===== src/rtl/reset_sequencer.sv =====
// reset_sequencer: releases NCH reset channels in index order after a
// programmable hold, spacing releases by a programmable delay. Each channel
// drives a registered active-high reset and a FANOUT-wide registered resetn.
module reset_sequencer #(
  parameter int unsigned NCH    = 4,
  parameter int unsigned FANOUT = 32,
  parameter int unsigned CNTW   = 16,
  parameter int unsigned SYNCW  = 2
) (
  input  logic                    clk,
  input  logic                    areset,
  input  logic                    sw_reset,
  input  logic [NCH-1:0]          ch_mask,
  input  logic [CNTW-1:0]         hold,
  input  logic [CNTW-1:0]         dly,
  output logic [NCH-1:0]          reset_out,
  output logic [NCH*FANOUT-1:0]   resetn_out,
  output logic                    busy,
  output logic                    done,
  output logic [15:0]             seq_count
);

  localparam int unsigned IDXW = $clog2(NCH + 1);

  typedef enum logic [1:0] {S_WAIT, S_HOLD, S_REL, S_DONE} state_t;

  state_t           state, state_d;
  logic [SYNCW-1:0] sync;
  logic             sync_out;
  logic             sw_d, sw_rise;
  logic [CNTW-1:0]  cnt, cnt_d;
  logic [CNTW-1:0]  dly_l, dly_l_d;
  logic [CNTW-1:0]  hold_m1;
  logic [IDXW-1:0]  idx, idx_d;
  logic [NCH-1:0]   active, active_d;
  logic [NCH-1:0]   rst_d;
  logic             busy_d, done_d;
  logic [15:0]      count_d;

  assign sync_out = sync[SYNCW-1];
  assign hold_m1  = (hold == '0) ? '0 : hold - CNTW'(1);

  // areset deassertion synchroniser, presets to 1 so release is clean
  always_ff @(posedge clk or posedge areset) begin
    if (areset) sync <= '1;
    else        sync <= {sync[SYNCW-2:0], 1'b0};
  end

  // registered rising-edge detect on the software request
  always_ff @(posedge clk or posedge areset) begin
    if (areset) begin
      sw_d    <= 1'b0;
      sw_rise <= 1'b0;
    end else begin
      sw_d    <= sw_reset;
      sw_rise <= sw_reset & ~sw_d;
    end
  end

  // sequencer state and registered outputs
  always_ff @(posedge clk or posedge areset) begin
    if (areset) begin
      state     <= S_WAIT;
      cnt       <= '0;
      dly_l     <= '0;
      idx       <= '0;
      active    <= '1;
      reset_out <= '1;
      busy      <= 1'b1;
      done      <= 1'b0;
      seq_count <= '0;
    end else begin
      state     <= state_d;
      cnt       <= cnt_d;
      dly_l     <= dly_l_d;
      idx       <= idx_d;
      active    <= active_d;
      reset_out <= rst_d;
      busy      <= busy_d;
      done      <= done_d;
      seq_count <= count_d;
    end
  end

  // next-state and output decode
  // A release takes effect on the edge that ends the cycle where the slot
  // counter reads 0, so the first slot is loaded with dly-1 on leaving HOLD,
  // and with dly==0 channel 0 is released on that same edge.
  always_comb begin
    state_d  = state;
    cnt_d    = cnt;
    dly_l_d  = dly_l;
    idx_d    = idx;
    active_d = active;
    rst_d    = reset_out;
    busy_d   = busy;
    done_d   = done;
    count_d  = seq_count;
    unique case (state)
      S_WAIT: begin
        if (!sync_out) begin
          dly_l_d = dly;
          cnt_d   = hold_m1;
          state_d = S_HOLD;
        end
      end
      S_HOLD: begin
        if (cnt == '0) begin
          if (dly_l == '0) begin
            if (active[0]) rst_d[0] = 1'b0;
            idx_d = IDXW'(1);
            cnt_d = '0;
          end else begin
            idx_d = '0;
            cnt_d = dly_l - CNTW'(1);
          end
          state_d = S_REL;
        end else begin
          cnt_d = cnt - CNTW'(1);
        end
      end
      S_REL: begin
        if (idx == IDXW'(NCH)) begin
          state_d = S_DONE;
          busy_d  = 1'b0;
          done_d  = 1'b1;
          count_d = seq_count + 16'd1;
        end else if (cnt == '0) begin
          for (int unsigned k = 0; k < NCH; k++) begin
            if ((idx == IDXW'(k)) && active[k]) rst_d[k] = 1'b0;
          end
          idx_d = idx + IDXW'(1);
          cnt_d = dly_l;
        end else begin
          cnt_d = cnt - CNTW'(1);
        end
      end
      S_DONE: begin
        if (sw_rise && (ch_mask != '0)) begin
          active_d = ch_mask;
          dly_l_d  = dly;
          cnt_d    = hold_m1;
          rst_d    = reset_out | ch_mask;
          busy_d   = 1'b1;
          done_d   = 1'b0;
          state_d  = S_HOLD;
        end
      end
      default: state_d = S_WAIT;
    endcase
  end

  // replicated active-low fan-out, one flop behind reset_out
  always_ff @(posedge clk or posedge areset) begin
    if (areset) begin
      resetn_out <= '0;
    end else begin
      for (int unsigned k = 0; k < NCH; k++) begin
        resetn_out[k*FANOUT +: FANOUT] <= {FANOUT{~reset_out[k]}};
      end
    end
  end

endmodule


===== config.mk =====
export PLATFORM = sky130hd
export DESIGN_NAME = reset_sequencer
export DESIGN_NICKNAME = d
export VERILOG_FILES = /design/src/rtl/reset_sequencer.sv
export SDC_FILE = /design/constraint.sdc
export NUM_CORES = 1
export LEC_CHECK = 0
export BUFFER_PORTS_ARGS = -buffer_cell sky130_fd_sc_hd__buf_4
export CAP_MARGIN = 10
export CORE_MARGIN = 5
export CORE_UTILIZATION = 25
export DETAILED_ROUTE_END_ITERATION = 6
export GPL_TIMING_DRIVEN = 0
export SLEW_MARGIN = 20
export SYNTH_ARGS = -nofsm -noshare
export SYNTH_HDL_FRONTEND = slang
export SYNTH_SLANG_ARGS = --single-unit

===== constraint.sdc =====
create_clock -name clk -period 4.3 [get_ports clk]
set_input_delay 0 -clock clk [delete_from_list [all_inputs] [get_ports clk]]
set_output_delay 0 -clock clk [all_outputs]
set_load 0.05 [all_outputs]

---- Yosys cells after proc, flatten, opt, wreduce, memory -nomap -nowiden ----
Index checks and enable logic that the tools add are counted.
cells by class
  add/sub/neg operators ................... 5
  eq/ne operators ......................... 19
  mux-type cells .......................... 39
  bitwise operators ....................... 7
  reductions and logical operators ........ 26
operator list
  kind                   number
  $mux 16                9
  $pmux 16 s4            1
  $logic_not 16->1       3
  $sub 16x1->16 const B  3
  $pmux 16 s2            1
  $ne 2x2->1 const B     12
  $add 16x1->16 const B  1
  $reduce_and 5->1       3
  $mux 1                 12
  $mux 4                 3
  $pmux 3 s2             2
  $mux 3                 3
  $reduce_and 3->1       3
  $mux 2                 4
  $pmux 2 s4             1
  $reduce_and 4->1       2
  $reduce_and 8->1       1
  $eq 3x2->1 const B     2
  $reduce_bool 2->1      3
  $logic_and 1x1->1      5
  $not 1->1              5
  $eq 2x2->1 const B     2
  $or 4x4->4             1
  $pmux 1 s2             2
  11 further kinds       12
word-level totals
  flip-flop bits (word level) ............. 164
  bits of input ports ..................... 39
  output and inout port bits .............. 150
  word-level logic and storage cells ...... 112

---- Logic depth before layout (Yosys ltp) ----
Gate-level depths: netlist of run 1.
  depth in word-level cells ............... 6
  mapped depth ............................ 11
  mapped depth without buffers ............ 8

---- Least setup slack after synthesis of run 1 ----
OpenSTA, ideal clock, no wires.
  path kind ............................... register -> register
  start ................................... reg dly_l[0]
  end ..................................... reg cnt[14]
  library setup time ...................... 0.129 ns
  data arrival time ....................... 2.045 ns
  data required time ...................... 4.171 ns
  setup slack ............................. 2.126 ns
  cell stages (with the launch flop) ...... 10
  buffers on the path ..................... 1
  period minus slack after synthesis ...... 2.174 ns
  cells stage by stage .................... dfrtp_1 inv_1 ha_1 or3b_1 clkbuf_1 nor2_1 nand3_1 mux2_2 a221oi_1 o31ai_1
between the ends
  word-level cells in the longest chain between the ends .. 4
  elaborated cells on any way between the ends .. 5
  those cells by class .................... add/sub: 1; mux: 3; reduce/logical: 1
ends and longest elaborated chain
  item                                               line      RTL
  from (decl)                                        32        logic [CNTW-1:0] dly_l, dly_l_d;
  from (signal assigned)                             75        dly_l <= dly_l_d;
  $sub 16x1->16 or $logic_not 16->1 (tied branches)  115, 109
  $mux 16 (*)                                        109       if (dly_l == '0) begin
  $mux 16 (*)                                        108       if (cnt == '0) begin
  $pmux 16 s4 (*)                                    99        unique case (state)
  to (signal assigned)                               74        cnt <= cnt_d;
  to (decl)                                          31        logic [CNTW-1:0] cnt, cnt_d;
Mark *: on every way between the ends. The rest lies on a longest branch, timed or not.
A chain may end at the register's enable or synchronous reset.

---- Worst setup path in the final report of run 1 ----
  start ................................... reg state[0]
  end ..................................... reg cnt[9]
between the ends
  word-level cells in the longest chain between the ends .. 3
  elaborated cells on any way between the ends .. 9
  those cells by class .................... eq/ne: 6; mux: 1; reduce/logical: 2
ends and longest elaborated chain
  item                                           line  RTL
  from (decl)                                    27    state_t state, state_d;
  from (signal assigned)                         73    state <= state_d;
  $eq 2x2->1 or $logic_not 2->1 (tied branches)  99
  $ne 2x2->1 (no line)                           --
  $reduce_and 3->1 (no line)                     --
Parallel ways exist; a longest one is shown, timed or not.

==> key figures, run 1 <==
Status
  • Status: finished clean

GRT
  • First-pass GRT wire length: 24600 microns
  • Vias in the first global route: 4667
  • Tot GR Track Use: around an eighth
  • GR Util met3: 3.93%
  • Overflow after GRT: 0
  • GRT busiest layer: met2
  • Met1 Track Usage GR: 15.8%
  • Met2 Track Usage GR: around 20%
  • Initial antenna violation count: 0
  • Largest net degree at the start of global routing: 44

Clock network
  • H-Tree Depth: 3
  • Root Driver: clkbuf_16
  • TritonCTS Buffers: 9
  • Worst skew pair latency: around 0.35 ns
  • Clock-pin transition on the worst setup and hold timing paths: 0.06 ns
  • CTS tree: built
  • Post-CTS Resized: 0
  • Clock tree buffer depth: 2
  • Hold Buf Count CTS: 22
  • Clock sinks: 71
  • Setup bufs post-CTS: 0

Die
  • DIE WIDTH: about 160 microns
  • Initial Util: between 20% and 30%
  • Core Area: roughly 21000 sq um
  • Die area: around 25000 sq um
  • Rows: 53
  • Ports: ~190
  • Die H: approximately 160 microns

Timing
  • RSZ-0062 raised after global routing: false
  • Final count of hold timing violations: 0
  • Final Setup Violations: 0
  • Worst Tran Pin Value: between 0.9 and 1 ns
  • Fmax: ~350 MHz
  • Period utilisation layout: 66.8%
  • Minimum clock period: roughly 2.9 ns
  • Rel. slew slack: between 30 and 40%
  • Post-route clock skew: between 0.009 and 0.01 ns
  • Post-Route Setup TNS: 0 ns
  • Final Worst Setup Slack: approximately 1.4 ns
  • Slew Viols, Final: 0

Synth
  • Netlist cell types: 66
  • Synth top area cells: dfrtp_1 28%, buf_4 18%, dfstp_2 5.4%
  • Synth async-reset ratio: 100%
  • Synthesized net count: 674
  • Ys flop type: dfrtp_1
  • Mapped Area: about 5400 sq um
  • YS warnings: 0
  • Top cell type's share of synthesized area: 27.8%
  • Mean post-synth cell area: a little under 9 sq um
  • Cells after Synth: 617
  • Yosys top cell by area: dfrtp_1
  • EDFF count, synth: 0
  • Share of the yosys chip area belonging to registers: 33.2%
  • Flops & latches, synth: 71

Critical path
  • Startpoint Class: flop
  • Most used cell, CP: clkbuf_1
  • CP Capture Type: flop
  • Crit-path cells: inv_1 > ha_1 > clkbuf_1 > and3_1 > clkbuf_1 > a221oi_2 > nand2_1 > buf_2 > nor4_1 > a211o_1
  • Required @ worst endpoint: between 4 and 5 ns
  • CP arrival: between 3 and 4 ns
  • Crit Path Max Fanout: 10
  • Worst path max stage delay: between 0.5 and 0.6 ns
  • Critical-path cell with the highest stage delay: a221oi_2
  • Setup Crit Path Kind: flop to flop

Placement
  • DP HPWL: approximately 12000 microns
  • Buffers on Ports: between 150 and 200
  • RePlAce Congestion: 0.925
  • Worst slack at placement: 1.41 ns
  • Post-Place Cells: approximately 1100

Route
  • Via density: approximately 4.5
  • DRT iter0 DRCs: around 420
  • Post-detailed-route wirelength per cell: 14.1 microns
  • DRC violations left: 0
  • Total number of vias: 5022
  • Final antenna-violating net count: 0
  • Drt pass-1 iters: 5
  • WL final: roughly 16000 microns

Finish
  • Antenna Cells: 0
  • Area growth, synth to finish: 42.9%
  • Final cell count without fillers: between 1000 and 1500
  • Commonest cells after routing, fill and taps aside: 314 x buf_4, 60 x dfrtp_1, 55 x nand2_1
  • Layout cells sized above 1: around 45%
  • Most common cell after layout, fill and taps aside: buf_4
  • Final net count: about 900

Flow run
  • Max-cap violation count: 0

Min path
  • Hold/Removal Path Class: primary input to flop
[cell usage after synthesis (5+ instances only)]
cell / number
dfstp_2: 11
clkbuf_1: 15
nand2_1: 55
nor4_1: 12
nor2_1: 33
mux2_2: 17
ha_1: 18
nand4_1: 10
inv_1: 24
nand3_1: 11
a221o_1: 7
xnor2_1: 24
dfrtp_1: 60
buf_4: 126
o211ai_1: 6
nor3_1: 25
or3_1: 5
o21ai_0: 34
xor2_1: 11
a31oi_1: 12
a21oi_1: 23
o21ai_1: 5
[final timing paths]
check                      startpoint             to  slack (ns)  cells after the start
max                          state[0]         cnt[9]        1.43                     10
min                          hold[13]        cnt[13]        0.01                      3
max reg2reg                  state[0]         cnt[9]        1.43                     10
min reg2reg                   sync[0]        sync[1]        0.35                      0
max in group asynchronous      areset       dly_l[8]        3.46                      4
min in group asynchronous      areset  seq_count[15]        0.28                      3
[area by class of cell]
cell class	instances	area (sq um)
timing repair buffer	211	1650
multi-input combinational	376	2480
sequential	71	1790
inverter	24	92.6
buffer	146	1030
fill	2209	13400
clock inverter	4	70.1
tap	275	344
clock buffer	12	246
[sequential cells by signal, summed over array words and instances, names as in the netlist, 2 cells and up]
signal / cells
cnt: 16
dly_l: 16
seq_count: 16
active: 4
reset_out: 4
resetn_out: 4
idx: 3
state: 2
sync: 2
[cell families after synthesis]
group	Yosys count	synth area share [%]
adder cells (fa/ha/maj)	18	4.18
multiplexers	19	3.92
XOR/XNOR	35	5.68
other	1	0.0695
buffers and inverters	170	20.8
AO/OA/AOI/OAI	124	15.1
flip-flops	71	33.2
AND/OR/NAND/NOR	179	17.0
[per-stage QoR]
stage	instance area, sq um	utilization, %	hold WS [ns]
floorplan	5390	-	0.0314
global placement	7150	33.8	0.118
detailed placement	7170	33.9	0.110
CTS	7710	36.4	0.0178
global route	7710	36.4	0.0345
finish	7710	36.4	0.0147
[worst max-delay path: cells and delay by family, from the launching register on]
family,cells,cell delay (ns)
AO/OA/AOI/OAI,2,0.66
adder cells (fa/ha/maj),1,0.20
buffers and inverters,4,0.77
flip-flops,1,0.42
AND/OR/NAND/NOR,3,0.76
[layer usage]
| metal | part of all wire (%) | routed length (microns) |
|---|---|---|
| met5 | 0 | 0 |
| met4 | 1.5 | 231 |
| met3 | 11 | 1730 |
| met1 | 42 | 6620 |
| met2 | 46 | 7240 |
Power of run 1 is not shown: default switching activity piles up to over one toggle a cycle in this logic, so the estimate is an artifact.
==> run 2, diff against run 1 <==
--- a/config.mk
+++ b/config.mk
@@ -5,6 +5,7 @@
 export SDC_FILE = /design/constraint.sdc
 export NUM_CORES = 1
 export LEC_CHECK = 0
+export ABC_AREA = 1
 export BUFFER_PORTS_ARGS = -buffer_cell sky130_fd_sc_hd__buf_4
 export CAP_MARGIN = 10
 export CORE_MARGIN = 5
==> constraint.sdc (replaced) <==
create_clock -name clk -period 2.63 [get_ports clk]
set_input_delay 0 -clock clk [delete_from_list [all_inputs] [get_ports clk]]
set_output_delay 0 -clock clk [all_outputs]
set_load 0.05 [all_outputs]
==> run 2 against run 1 <==
Non-clock buffer count fell by 7. Largest cell class unchanged. Utilization is 0.83 points lower. Routed wire length up 3.8%. Register-to-register slack worse by 0.94 ns. Critical path depth is 1 lower. Global-route usage is 0.078 points higher. Critical endpoint is now cnt[12].
==> key figures, run 2 <==
Critical path
  • Worst path max stage delay: 0.41 ns (-0.11 ns)
  • Crit path max-delay family: buffers and inverters
  • CP Capture Type: flop
  • CP arrival: 2.40 ns (-0.76 ns)
  • Worst path buffer plus inverter count: 3 (-1)
  • Crit Path Max Fanout: 9 (-1)
  • Required @ worst endpoint: 2.89 ns (-1.70 ns)
  • Critical-path cell with the highest stage delay: dfrtp_1
  • Setup Crit Path Kind: flop to flop
  • Crit-path cells: inv_1 > ha_1 > clkbuf_1 > inv_1 > a21oi_1 > nand2_1 > nand2_1 > nand3_1 > a21oi_1
  • Startpoint Class: flop

Clock network
  • Clock-pin transition on the worst setup and hold timing paths: 0.06 ns (about the same)
  • Clock tree buffer depth: 2 (unchanged)
  • Post-CTS Resized: 0 (unchanged)
  • CTS tree: built
  • Clock sinks: 71 (unchanged)
  • H-Tree Depth: 3 (unchanged)
  • Root Driver: clkbuf_16
  • TritonCTS Buffers: 9 (unchanged)
  • Worst skew pair latency: 0.33 ns (-0.02 ns)

GRT
  • First-pass GRT wire length: 26700 microns (+8.7%)
  • GR Util met3: 2.72% (-1.2 points)
  • Initial antenna violation count: 0 (unchanged)
  • Vias in the first global route: 5256 (+13%)
  • Tot GR Track Use: 12.4% (+0.078 points)
  • Largest net degree at the start of global routing: 48 (+9.1%)
  • GRT busiest layer: met2
  • Met2 Track Usage GR: 20.1% (+0.24 points)
  • Met1 Track Usage GR: 16.4% (+0.58 points)
  • Overflow after GRT: 0 (unchanged)

Synth
  • Mean post-synth cell area: 7.26 sq um (-17%)
  • EDFF count, synth: 0 (unchanged)
  • Main combinational cell family by area after synthesis: simple AND/OR/NAND/NOR gates
  • Share of the yosys chip area belonging to registers: 31.0% (-2.1 points)
  • Simple-gate share of the synthesized area: 25.7% (+8.7 points)
  • Synth Area in Compound Gates: 9.26% (-5.8 points)
  • Synthesized net count: 851 (+26%)
  • Synth async-reset ratio: 100% (unchanged)
  • Cells after Synth: 794 (+29%)
  • Mux cell area share after synthesis: 0.976% (-2.9 points)
  • Ys flop type: dfrtp_1
  • Most common cell in the netlist: nand2_1
  • Yosys top cell by area: dfrtp_1
  • Synth Area in XOR/XNOR: 5.32% (-0.37 points)
  • YS warnings: 0 (unchanged)
  • Most frequent cells after synthesis: 156 x nand2_1, 127 x buf_4, 92 x inv_1
  • Flops & latches, synth: 71 (unchanged)
  • Top cell type's share of synthesized area: 26.0% (-1.8 points)
  • Netlist cell types: 42 (-36%)
  • Synth top area cells: dfrtp_1 26%, buf_4 17%, nand2_1 10%
  • Adder-cell share of the synthesized area: 3.91% (-0.27 points)
  • Mapped Area: 5770 sq um (+6.9%)

Timing
  • Minimum clock period: 2.14 ns (-0.732 ns)
  • Worst Tran Pin Value: 0.947 ns (+0.0333 ns)
  • RSZ-0062 raised after global routing: false
  • Slew Viols, Final: 0 (unchanged)
  • Fmax: 467 MHz (+34%)
  • Final Setup Violations: 0 (unchanged)
  • Final count of hold timing violations: 0 (unchanged)
  • Post-route clock skew: 0.00818 ns (-0.00173 ns)
  • Rel. slew slack: 36.8% (-2.2 points)
  • Period utilisation layout: 81.5% (+15 points)
  • Post-Route Setup TNS: 0 ns (unchanged)

Die
  • Core Area: 22700 sq um (+7.4%)
  • DIE WIDTH: 162 microns (+3.2%)
  • Die H: 162 microns (+3.2%)
  • Ports: 189 (unchanged)
  • Die area: 26200 sq um (+6.5%)
  • Rows: 55 (+3.8%)
  • Initial Util: 25.4% (-0.10 points)

Flow run
  • Max-cap violation count: 0 (unchanged)

Route
  • Drt pass-1 iters: 4 (-1)
  • Post-detailed-route wirelength per cell: 12.6 microns (-11%)
  • Final antenna-violating net count: 0 (unchanged)
  • Via density: 4.20 (-6.5%)
  • WL final: 16400 microns (+3.8%)
  • Total number of vias: 5483 (+9.2%)
  • DRC violations left: 0 (unchanged)
  • DRT iter0 DRCs: 338 (-20%)

Placement
  • Post-DP Area: 7560 sq um (+5.5%)
  • DP HPWL: 13100 microns (+7.5%)
  • Buffers on Ports: 188 (unchanged)
  • RePlAce Congestion: 0.874 (-5.5%)

Power
  • Leakage power: 4.13 nW
  • VDD IR-drop max: 0.709 mV
  • Pwr dens: roughly 1500 nW/um^2

Finish
  • Fillcell total: 2405 (+8.9%)
  • Design Area, Final: 8090 sq um (+4.9%)
  • Layout cells sized above 1: 37.6% (-7.0 points)
  • Most common cell after layout, fill and taps aside: buf_4
  • Area growth, synth to finish: 40.2%
  • Regs by FF count: cnt (16), dly_l (16), seq_count (16)
  • Final net count: 1074 (+20%)
  • Antenna Cells: 0 (unchanged)
  • Commonest cells after routing, fill and taps aside: 315 x buf_4, 156 x nand2_1, 91 x inv_1

Min path
  • Hold/Removal Path Class: primary input to flop

Status
  • Status: finished clean
==> run 2: cell types whose count changed after synthesis, moves of 10 or more <==
cell      change
xnor2_1      -14
o21ai_0      -13
a31oi_1      -10
xor2_1       +14
nor3_1       -20
nor2_2       +11
a21oi_1      +24
mux2_2       -12
nand2_1     +101
nor4_1       -11
inv_1        +68
nor2_1       +49
clkbuf_1     -12
nand3_1      +41
==> run 2: area by class of cell <==
cell class                      count  area (sq um)  area share [%]
Multi-Input combinational cell    490          2610            32.3
Sequential cell                    71          1790            22.1
Timing Repair Buffer              212          1670            20.6
Buffer                            138          1010            12.5
Inverter                           95           359            4.44
Tap cell                          285           357            4.41
Clock buffer                       13           250            3.09
Clock inverter                      3          42.5           0.526
==> run 2: timing repair <==
item | in CTS | in global routing
setup endpoints to repair | 0 | 0
setup buffers | 0 | 0
hold buffers | 23 | 0
endpoints found under the hold margin | 51 | 0
==> run 2: cell families (layout without fill, tap and decap cells) <==
| family | Yosys count | count (layout) |
|---|---|---|
| flip-flops | 71 | 71 |
| XOR/XNOR | 35 | 35 |
| AO/OA/AOI/OAI | 95 | 95 |
| other | 1 | 1 |
| adder cells (fa/ha/maj) | 18 | 18 |
| buffers and inverters | 233 | 461 |
| AND/OR/NAND/NOR | 336 | 336 |
| multiplexers | 5 | 5 |
==> run 2: metrics by stage <==
stage	utilization (%)	power (mW)	instances	hold slack [ns]	setup WS, ns
floorplan	-	8.29	794	0.0314	0.696
global placement	33.2	10.6	1267	0.120	-0.348
detailed placement	33.3	10.6	1268	0.0111	0.505
CTS	35.6	11.9	1307	0.0966	0.489
global route	35.6	12.6	1307	0.163	0.231
finish	35.6	11.8	1307	0.110	0.488
==> run 2: tightest hold or removal path, cell delays in order <==
cell,delay [ns]
buf_4,0.12
nand3_1,0.08
a21oi_1,0.07
a21oi_1,0.13
==> run 2: worst paths after layout <==
kind                           from       endpoint  slack, ns  cells after the start
min in group asynchronous    areset  seq_count[15]       0.21                      3
setup reg to reg           state[1]        cnt[12]       0.49                      9
hold / removal             hold[12]        cnt[12]       0.11                      4
max in group asynchronous    areset   reset_out[0]       1.81                      4
hold reg to reg             sync[0]        sync[1]       0.35                      0
setup / recovery           state[1]        cnt[12]       0.49                      9
==> run 2: routing by layer <==
| metal | wire, microns | up-vias |
|---|---|---|
| met5 | 0 | - |
| met4 | 215 | 0 |
| met3 | 1150 | 11 |
| met2 | 7530 | 163 |
| met1 | 7540 | 2481 |
| li1 | - | 2828 |
==> run 2: power by group <==
| group | internal (mW) | switching [mW] |
|---|---|---|
| logic | 3.02 | 5.44 |
| registers | 1.52 | 0.587 |
| clock network | 0.760 | 0.474 |
| total | 5.30 | 6.50 |
No activity file was read; power rests on OpenSTA's default activity.
